<file path="src/rtl/apb_irq_sequencer.sv">
// rtl/apb_irq_sequencer.sv - APB-configured 32-line interrupt sequencer with req/ack/EOI handshake
module apb_irq_sequencer #(
    parameter int APB_ADDR_WIDTH = 12
) (
    input  logic                      HCLK,
    input  logic                      HRESETn,
    input  logic [APB_ADDR_WIDTH-1:0] PADDR,
    input  logic [31:0]               PWDATA,
    input  logic                      PWRITE,
    input  logic                      PSEL,
    input  logic                      PENABLE,
    output logic [31:0]               PRDATA,
    output logic                      PREADY,
    output logic                      PSLVERR,
    input  logic [31:0]               signal_i,
    output logic                      irq_req_o,
    output logic [4:0]                irq_id_o,
    input  logic                      irq_ack_i,
    output logic                      irq_busy_o
);
    typedef enum logic [1:0] {
        ST_IDLE    = 2'd0,
        ST_REQ     = 2'd1,
        ST_SERVICE = 2'd2
    } state_t;

    state_t      state_q, state_d;
    logic [31:0] mask_q, mask_d;
    logic [31:0] pending_q, pending_d;
    logic [31:0] sig_q, sig_d;
    logic [4:0]  rr_ptr_q, rr_ptr_d;
    logic        mode_q, mode_d;
    logic        irq_req_q, irq_req_d;
    logic [4:0]  irq_id_q, irq_id_d;
    logic        irq_busy_q, irq_busy_d;

    logic        apb_wr, apb_rd, eoi_wr;
    logic [2:0]  reg_sel;
    logic [31:0] set_vec, clr_vec, edge_vec, ack_clear, pend_noack, eligible;
    logic [4:0]  base, idx, winner;
    logic        found;
    logic        unused_paddr;

    assign apb_wr       = PSEL && PENABLE && PWRITE;
    assign apb_rd       = PSEL && PENABLE && !PWRITE;
    assign reg_sel      = PADDR[4:2];
    assign eoi_wr       = apb_wr && (reg_sel == 3'd4);
    assign PREADY       = 1'b1;
    assign PSLVERR      = 1'b0;
    assign unused_paddr = ^{PADDR[APB_ADDR_WIDTH-1:5], PADDR[1:0]};

    assign irq_req_o  = irq_req_q;
    assign irq_id_o   = irq_id_q;
    assign irq_busy_o = irq_busy_q;

    always_comb begin
        PRDATA = '0;
        if (apb_rd) begin
            case (reg_sel)
                3'd0:    PRDATA = mask_q;
                3'd1:    PRDATA = pending_q;
                3'd3:    PRDATA = {22'b0, state_q, irq_busy_q, irq_req_q, 1'b0, irq_id_q};
                3'd5:    PRDATA = {31'b0, mode_q};
                default: PRDATA = '0;
            endcase
        end
    end

    // Fixed mode is a round-robin search anchored at line 0.
    always_comb begin
        eligible = pending_q & mask_q;
        base     = mode_q ? rr_ptr_q : 5'd0;
        found    = 1'b0;
        winner   = '0;
        idx      = '0;
        for (int i = 0; i < 32; i++) begin
            idx = base + 5'(i);
            if (!found && eligible[idx]) begin
                found  = 1'b1;
                winner = idx;
            end
        end
    end

    always_comb begin
        sig_d      = signal_i;
        edge_vec   = signal_i & ~sig_q;
        mask_d     = (apb_wr && reg_sel == 3'd0) ? PWDATA : mask_q;
        mode_d     = (apb_wr && reg_sel == 3'd5) ? PWDATA[0] : mode_q;
        set_vec    = (apb_wr && reg_sel == 3'd1) ? PWDATA : '0;
        clr_vec    = (apb_wr && reg_sel == 3'd2) ? PWDATA : '0;
        pend_noack = (pending_q & ~clr_vec) | set_vec | edge_vec;

        state_d    = state_q;
        irq_req_d  = irq_req_q;
        irq_id_d   = irq_id_q;
        irq_busy_d = irq_busy_q;
        rr_ptr_d   = rr_ptr_q;
        ack_clear  = '0;

        case (state_q)
            ST_IDLE: begin
                if (found) begin
                    irq_id_d  = winner;
                    irq_req_d = 1'b1;
                    state_d   = ST_REQ;
                end
            end
            ST_REQ: begin
                // Ack takes priority over a same-cycle clear or unmask of the requested line.
                if (irq_ack_i) begin
                    ack_clear  = 32'd1 << irq_id_q;
                    irq_req_d  = 1'b0;
                    irq_busy_d = 1'b1;
                    rr_ptr_d   = irq_id_q + 5'd1;
                    state_d    = ST_SERVICE;
                end else if (!pend_noack[irq_id_q] || !mask_d[irq_id_q]) begin
                    irq_req_d = 1'b0;
                    state_d   = ST_IDLE;
                end
            end
            ST_SERVICE: begin
                if (eoi_wr) begin
                    irq_busy_d = 1'b0;
                    state_d    = ST_IDLE;
                end
            end
            default: state_d = ST_IDLE;
        endcase

        pending_d = (pending_q & ~clr_vec & ~ack_clear) | set_vec | edge_vec;
    end

    always_ff @(posedge HCLK or negedge HRESETn) begin
        if (!HRESETn) begin
            state_q    <= ST_IDLE;
            mask_q     <= '0;
            pending_q  <= '0;
            sig_q      <= '0;
            rr_ptr_q   <= '0;
            mode_q     <= 1'b0;
            irq_req_q  <= 1'b0;
            irq_id_q   <= '0;
            irq_busy_q <= 1'b0;
        end else begin
            state_q    <= state_d;
            mask_q     <= mask_d;
            pending_q  <= pending_d;
            sig_q      <= sig_d;
            rr_ptr_q   <= rr_ptr_d;
            mode_q     <= mode_d;
            irq_req_q  <= irq_req_d;
            irq_id_q   <= irq_id_d;
            irq_busy_q <= irq_busy_d;
        end
    end
endmodule

</file>
<file path="config.mk">
export PLATFORM = sky130hd
export DESIGN_NAME = apb_irq_sequencer
export DESIGN_NICKNAME = d
export VERILOG_FILES = /design/src/rtl/apb_irq_sequencer.sv
export SDC_FILE = /design/constraint.sdc
export NUM_CORES = 1
export LEC_CHECK = 0
export BUFFER_PORTS_ARGS = -buffer_cell sky130_fd_sc_hd__buf_2
export CAP_MARGIN = 15
export CORE_ASPECT_RATIO = 0.7
export CORE_MARGIN = 2
export CORE_UTILIZATION = 37
export DETAILED_ROUTE_END_ITERATION = 7
export PLACE_DENSITY = 0.57
export SETUP_SLACK_MARGIN = 0.15
export SLEW_MARGIN = 20
export SYNTH_ARGS = -nofsm -noshare
export SYNTH_HDL_FRONTEND = slang
export SYNTH_SLANG_ARGS = --single-unit
export TNS_END_PERCENT = 20
</file>
<file path="constraint.sdc">
create_clock -name HCLK -period 8.3 [get_ports HCLK]
set_input_delay 1.245 -clock HCLK [delete_from_list [all_inputs] [get_ports HCLK]]
set_output_delay 1.245 -clock HCLK [all_outputs]
set_load 0.05 [all_outputs]
</file>
==> out/metrics.cfg, run 1 <==
[finish]
final_nets = 1530
num-fill-cells = 3133
drive_gt1_frac = 0.214
area_growth_syn_to_layout_pct = 11.1
mostFrequentLayoutCells = nand2_1 (169), dfrtp_1 (111), buf_2 (110), nor2_1 (109), a21oi_1 (69)
diodes = 0
multi_input_area_um2 = 8430
final_common_cell = nand2_1
register_area_um2 = 2780

[clock_tree]
cts.sinks = 111
post-cts-setup-buffer-count = 0
clk-insertion-delay-late_ns = 0.38
htreeDepth = 3
tritoncts = built
cts_hold_buffers = 0
clk_pin_slew_worst_paths_ns = 0.08
clk_path_buf_depth = 2
cts_root_buf = clkbuf_16
cts_resized = 0
cts_buffers = 9

[timing]
fin_hold_ws_ns = 0.534
relSlewSlack = 0.219
fmax_mhz = 155
fin_tns_setup_ns = 0
rsz0062_at_grt = no
slew_violations = 0
setup_viol = 0
period_share = 0.779
finalHoldViolCount = 0
fin_worst_skew_ns = 0.0122
worstMarginPinSlew_ns = 1.16
finalCriticalPeriod_ns = 6.46

[yosys]
synth_top_area_frac = 0.237
netlist_top_cells_area = dfrtp_1 (24%), mux4_2 (13%), nand2_1 (5.4%)
synthFlopType = dfrtp_1
avgSynthCellArea_um2 = 8.54
netlist_area_um2 = 11700
ys_seq_area_frac = 0.237
synthCells = 1371
synth_top_area_cell = dfrtp_1
syn_nets = 1465
ys_warn_count = 0
synth.ff_latch_count = 111
synth-edff-count = 0
async_flop_share = 1.00
synth_cell_types = 90

[setup_path]
r2r_end = irq_id_o[3]$_DFFE_PN0P_
startpoint_type = flip-flop
crit_path_max_fanout = 14
crit_path_end_kind = flip-flop
reg2reg_from = rr_ptr_q[2]$_DFFE_PN0P_
r2r_slack_ns = 1.84
cp.required_ns = 8.62
cp-startpoint = rr_ptr_q[2]$_DFFE_PN0P_
worst-endpoint-arrival_ns = 6.78
path_class = flip-flop to flip-flop
reg2reg_depth = 15

[floorplanning]
initial_core_util = 0.376
fp-row-count = 54
die_h_um = 153
die_w_um = 217
core-area_um2 = 31100
die_area_um2 = 33100
io_pins = 123

[global_routing]
overflow = 0
grt_antenna_before_repair = 0
grt_pass1_wl_um = 75200
grt_pass1_vias = 11300
grt_use_total = 0.303
grt_max_degree = 66

[power]
p_leak_nw = 5.06
power.density_nw_per_um2 = 396
power_frac_seq = 0.146
power.internal_w = 0.00226
pwr-share-clk = 0.101
combPwrFrac = 0.752
swShare = 0.562
irDropWorstVdd_uv = 194
power.switching_w = 0.00289

[detailed_routing]
via_count = 12400
remaining_drc_errors = 0
wire_per_inst_um = 27.3
vias_per_cell = 6.66
drt_wl_total_um = 50900
drt_iter0_drc = 1917
ant_nets = 0
first_pass_iters = 6

[status]
status = completed

[min_path]
holdPathEnd = irq_busy_o$_DFFE_PN0P_
whs_path_depth = 2
hp-class = flip-flop to flip-flop
worstHoldStart = irq_busy_o$_DFFE_PN0P_

[placed_design]
hpwlAfterDp_um = 39600
io_buffers = 111
routabilityCongestion = 1.04

[run]
maxCapViolations = 0

==> per-layer routing <==
layer  part of all wire  up-vias  track usage  routed length [µm]
met5                  0        -            0                   0
met4              0.018        0       0.0519                 930
met3               0.12       69       0.0838                6040
met2               0.39      784        0.399               19700
met1               0.48     6187        0.485               24200
li1                   -     5357            -                   -
==> through the flow <==
step | util | setup slack [ns] | instances | total power, W | area, µm²
after floorplan | - | 2.33 | 1371 | 0.00319 | 11700
after global placement | 0.407 | 2.07 | 1845 | 0.00448 | 12700
after detailed placement | 0.407 | 2.01 | 1845 | 0.00444 | 12700
after CTS | 0.418 | 2.00 | 1861 | 0.00498 | 13000
after global routing | 0.418 | 1.77 | 1861 | 0.00535 | 13000
final | 0.418 | 1.84 | 1861 | 0.00515 | 13000
==> cells by family (layout without fill, tap and decap cells) <==
logic type | after synthesis | count (layout) | synth area share
AOI/OAI and AO/OA | 398 | 398 | 0.229
xor gates and xnor gates | 29 | 29 | 0.0223
adders and majority gates | 12 | 12 | 0.0128
buffers and inverters | 120 | 190 | 0.0460
DFF | 111 | 111 | 0.237
muxes | 168 | 168 | 0.224
other | 2 | 2 | 0.000642
and+or+nand+nor | 531 | 531 | 0.228
==> layout make-up <==
class	instances	share of cell area
flip-flops and latches	111	0.214
well taps	420	0.0404
clock inverters	6	0.00904
repair buffers	148	0.0642
clock buffers	10	0.0176
inverters	26	0.00750
multi-input cells	1140	0.648
==> state kept, by name (all words and copies together), names as in the netlist <==
name / flops
irq_busy_o: 1
irq_id_o: 5
irq_req_o: 1
mask_q: 32
mode_q: 1
pending_q: 32
rr_ptr_q: 5
sig_q: 32
state_q: 2
==> worst max-delay path: stages (launching register included) <==
cell and delay, ns:
dfrtp_1 0.58, nand2_2 0.44, buf_4 0.33, inv_1 0.07
ha_1 0.35, nor2b_1 0.21, xnor2_1 0.66, mux4_2 0.70
or3_4 0.43, or4_1 0.68, nor4_4 0.51, nand3_4 0.23
nor4_1 0.73, a221oi_1 0.18, o221ai_1 0.14, a22o_1 0.16
==> power by group through the flow <==
stage                     registers, W  logic, W  clock network, W
after floorplan               0.000750   0.00244                 0
after global placement        0.000755   0.00372                 0
after detailed placement      0.000759   0.00368                 0
after CTS                     0.000748   0.00370          0.000528
after global routing          0.000762   0.00403          0.000553
final                         0.000754   0.00387          0.000522
==> worst max-delay path by stage <==
stage                              end  depth (start not counted)
2_1_floorplan  irq_id_o[2]$_DFFE_PN0P_                         22
3_3_place_gp   irq_id_o[3]$_DFFE_PN0P_                         15
3_5_place_dp   irq_id_o[3]$_DFFE_PN0P_                         15
4_1_cts        irq_id_o[3]$_DFFE_PN0P_                         15
5_1_grt        irq_id_o[0]$_DFFE_PN0P_                         14
6_report       irq_id_o[3]$_DFFE_PN0P_                         15
==> synthesized netlist by cell type (31+ instances only) <==
cell type    n
dfrtp_1    111
o21a_1      40
mux2i_1     54
clkbuf_1    58
a21oi_1     69
nand2_1    169
nand4_1     31
a31oi_1     34
nand3_1     39
nor2b_1     40
nor2_1     109
mux4_2      67
o21ai_0     66
mux2_2      44
Note: power is estimated with default switching activity, not from simulation.
==> inputs of run 2 (changes only) <==
- clock period: 8.3 -> 6.51 ns (I/O delays scaled with it)
==> run 2 against run 1 <==
Compared with the run above:
- die area did not move
- routed wire length grew 3.3%
- clock power is 23% higher
- hold slack got worse by 0.020 ns
- clock-buffer cell count grew 2
- sequential share of layout area down 0.19 points
- sequential power up 25%
- largest power group unchanged
- first-iteration DRC count decreased by 14%
- clock skew is 0.0034 ns lower
- flip-flop and latch count unchanged
- critical path type unchanged
- setup slack lost 1.3 ns
==> out/metrics.cfg, run 2 (synthesis gave the netlist of run 1 again) <==
[status]
status = completed  ; unchanged

[timing]
setup_viol = 0  ; unchanged
finalHoldViolCount = 0  ; unchanged
relSlewSlack = 0.171  ; was 0.219
fmax_mhz = 166  ; was 155 MHz
fin_tns_setup_ns = 0  ; unchanged
finalCriticalPeriod_ns = 6.02  ; was 6.46 ns
fin_worst_skew_ns = 0.00878  ; was 0.0122 ns
period_share = 0.925  ; was 0.779
rsz0062_at_grt = no  ; unchanged
slew_violations = 0  ; unchanged
worstMarginPinSlew_ns = 1.24  ; was 1.16 ns

[setup_path]
cpLargestDelayFamily = simple AND/OR/NAND/NOR gates  ; unchanged
cp_num_cells = 14  ; was 15
worst-endpoint-arrival_ns = 6.30  ; was 6.78 ns
path_class = flip-flop to flip-flop  ; unchanged
r2r_end = irq_id_o[2]$_DFFE_PN0P_  ; was irq_id_o[3]$_DFFE_PN0P_
startpoint_type = flip-flop  ; unchanged
cp_cell_sequence = buf_4 > and2_1 > ha_1 > nor2b_1 > xnor2_1 > mux4_2 > or3_4 > or4_1 > nor3_1 > a21boi_0 > nor4_1 > o221ai_1 > a311oi_2 > a211oi_1  ; was nand2_2 > buf_4 > inv_1 > ha_1 > nor2b_1 > xnor2_1 > mux4_2 > or3_4 > or4_1 > nor4_4 > nand3_4 > nor4_1 > a221oi_1 > o221ai_1 > a22o_1
reg2reg_depth = 14  ; was 15
slowest_delay_ns = 0.67  ; was 0.73 ns
cp.required_ns = 6.79  ; was 8.62 ns
r2r_slack_ns = 0.49  ; was 1.84 ns
path_buf_inv = 1  ; was 2
critical_path.slowest_cell = mux4_2  ; was nor4_1
crit_path_max_fanout = 31  ; was 14
reg2reg_from = mode_q$_DFFE_PN0P_  ; was rr_ptr_q[2]$_DFFE_PN0P_
crit_path_end_kind = flip-flop  ; unchanged

[clock_tree]
cts_hold_buffers = 0  ; unchanged
tritoncts = built  ; unchanged
clk-insertion-delay-late_ns = 0.37  ; was 0.38 ns
cts_buffers = 9  ; unchanged
clk_path_buf_depth = 2  ; unchanged
clk_pin_slew_worst_paths_ns = 0.08  ; about the same
cts_root_buf = clkbuf_16  ; unchanged
cts_resized = 0  ; unchanged
cts.sinks = 111  ; unchanged
htreeDepth = 3  ; unchanged
post-cts-setup-buffer-count = 0  ; unchanged

[detailed_routing]
vias_per_cell = 6.54  ; was 6.66
ant_nets = 0  ; unchanged
via_count = 12300  ; was 12400
wire_per_inst_um = 28.0  ; was 27.3 µm
drt_iter0_drc = 1653  ; was 1917
drt_wl_total_um = 52500  ; was 50900 µm
first_pass_iters = 5  ; was 6
remaining_drc_errors = 0  ; unchanged

[min_path]
holdPathEnd = irq_busy_o$_DFFE_PN0P_  ; unchanged
hp-class = flip-flop to flip-flop  ; unchanged
worstHoldStart = irq_busy_o$_DFFE_PN0P_  ; unchanged
whs_path_depth = 2  ; unchanged

[floorplanning]
io_pins = 123  ; unchanged
fp-row-count = 54  ; unchanged
die_h_um = 153  ; unchanged
die_w_um = 217  ; unchanged
core-area_um2 = 31100  ; unchanged
initial_core_util = 0.376  ; unchanged
die_area_um2 = 33100  ; unchanged

[global_routing]
overflow = 0  ; unchanged
grt_use_total = 0.313  ; was 0.303
grt_max_degree = 72  ; was 66
grt_antenna_before_repair = 0  ; unchanged
grt_pass1_vias = 11400  ; was 11300
grt_pass1_wl_um = 76700  ; was 75200 µm

[placed_design]
hpwlAfterDp_um = 41300  ; was 39600 µm
routabilityCongestion = 1.00  ; was 1.04
io_buffers = 111  ; unchanged
placed_area_um2 = 12800  ; was 12700 µm²
place_inst = 1861  ; was 1845

[finish]
area_growth_syn_to_layout_pct = 12.2  ; was 11.1%
final_nets = 1546  ; was 1530
mostFrequentLayoutCells = nand2_1 (169), dfrtp_1 (111), buf_2 (110), nor2_1 (109), a21oi_1 (69)  ; unchanged
num-fill-cells = 3108  ; was 3133
final_common_cell = nand2_1  ; unchanged
final_cell_area_um2 = 13100  ; was 13000 µm²
final_cells = 1878  ; was 1861
top_regs = mask_q: 32 flops, pending_q: 32 flops, sig_q: 32 flops  ; unchanged
drive_gt1_frac = 0.223  ; was 0.214

[power]
power.density_nw_per_um2 = 507  ; was 396 nW/µm²
p_leak_nw = 5.14  ; was 5.06 nW
irDropWorstVdd_uv = 239  ; was 194 µV

[run]
maxCapViolations = 0  ; unchanged

## run 2: cell types whose count changed in the layout (fill, tap and decap cells not counted)
cell       before  now
clkbuf_8        0    3
bufinv_16       3    2
clkbuf_1        1    0
diode_2         0    1
buf_4          38   54
inv_8           1    0
## run 2: metrics by stage
stage               total power (W)  utilization  hold slack (ns)  worst slack (ns)
floorplan                   0.00407            -            0.497             0.539
finish                      0.00666        0.422            0.514             0.490
detailed placement          0.00576        0.410            0.493             0.699
global route                0.00693        0.421            0.547             0.310
global placement            0.00581        0.410            0.504             0.724
CTS                         0.00643        0.421            0.512             0.655
## run 2: final cells by class
class                      instances  area, µm²  share of cell area
multi-input combinational       1140       8430               0.642
antenna                            1       2.50            0.000191
inverter                          26       97.6             0.00743
tap                              420        526              0.0400
sequential                       111       2780               0.212
timing repair buffer             164        956              0.0728
clock buffer                      12        267              0.0203
clock inverter                     4       76.3             0.00581
## run 2: where the power goes
part	internal [W]	total [W]	switching, W
registers	0.000800	0.000944	0.000143
logic	0.00173	0.00508	0.00334
clock network	0.000370	0.000644	0.000274
total	0.00290	0.00666	0.00376
## run 2: routing by layer
metal / wire length, µm / global-route usage
met1: 23800 / 0.467
met2: 20100 / 0.405
met3: 7640 / 0.141
met4: 890 / 0.0649
met5: 107 / 0.0232
## run 2: how the worst max path moves through the flow
stage                             from                 endpoint  slack, ns
global route        mode_q$_DFFE_PN0P_  irq_id_o[0]$_DFFE_PN0P_       0.31
global placement    mode_q$_DFFE_PN0P_  irq_id_o[0]$_DFFE_PN0P_       0.72
finish              mode_q$_DFFE_PN0P_  irq_id_o[2]$_DFFE_PN0P_       0.49
CTS                 mode_q$_DFFE_PN0P_  irq_id_o[0]$_DFFE_PN0P_       0.65
floorplan           mode_q$_DFFE_PN0P_  irq_id_o[2]$_DFFE_PN0P_       0.54
detailed placement  mode_q$_DFFE_PN0P_  irq_id_o[0]$_DFFE_PN0P_       0.70
## run 2: tightest hold or removal path, delay by kind of cell, from the launching register on
kind	cells	cell delay [ns]
flip-flops	1	0.37
AND/OR/NAND/NOR	2	0.11
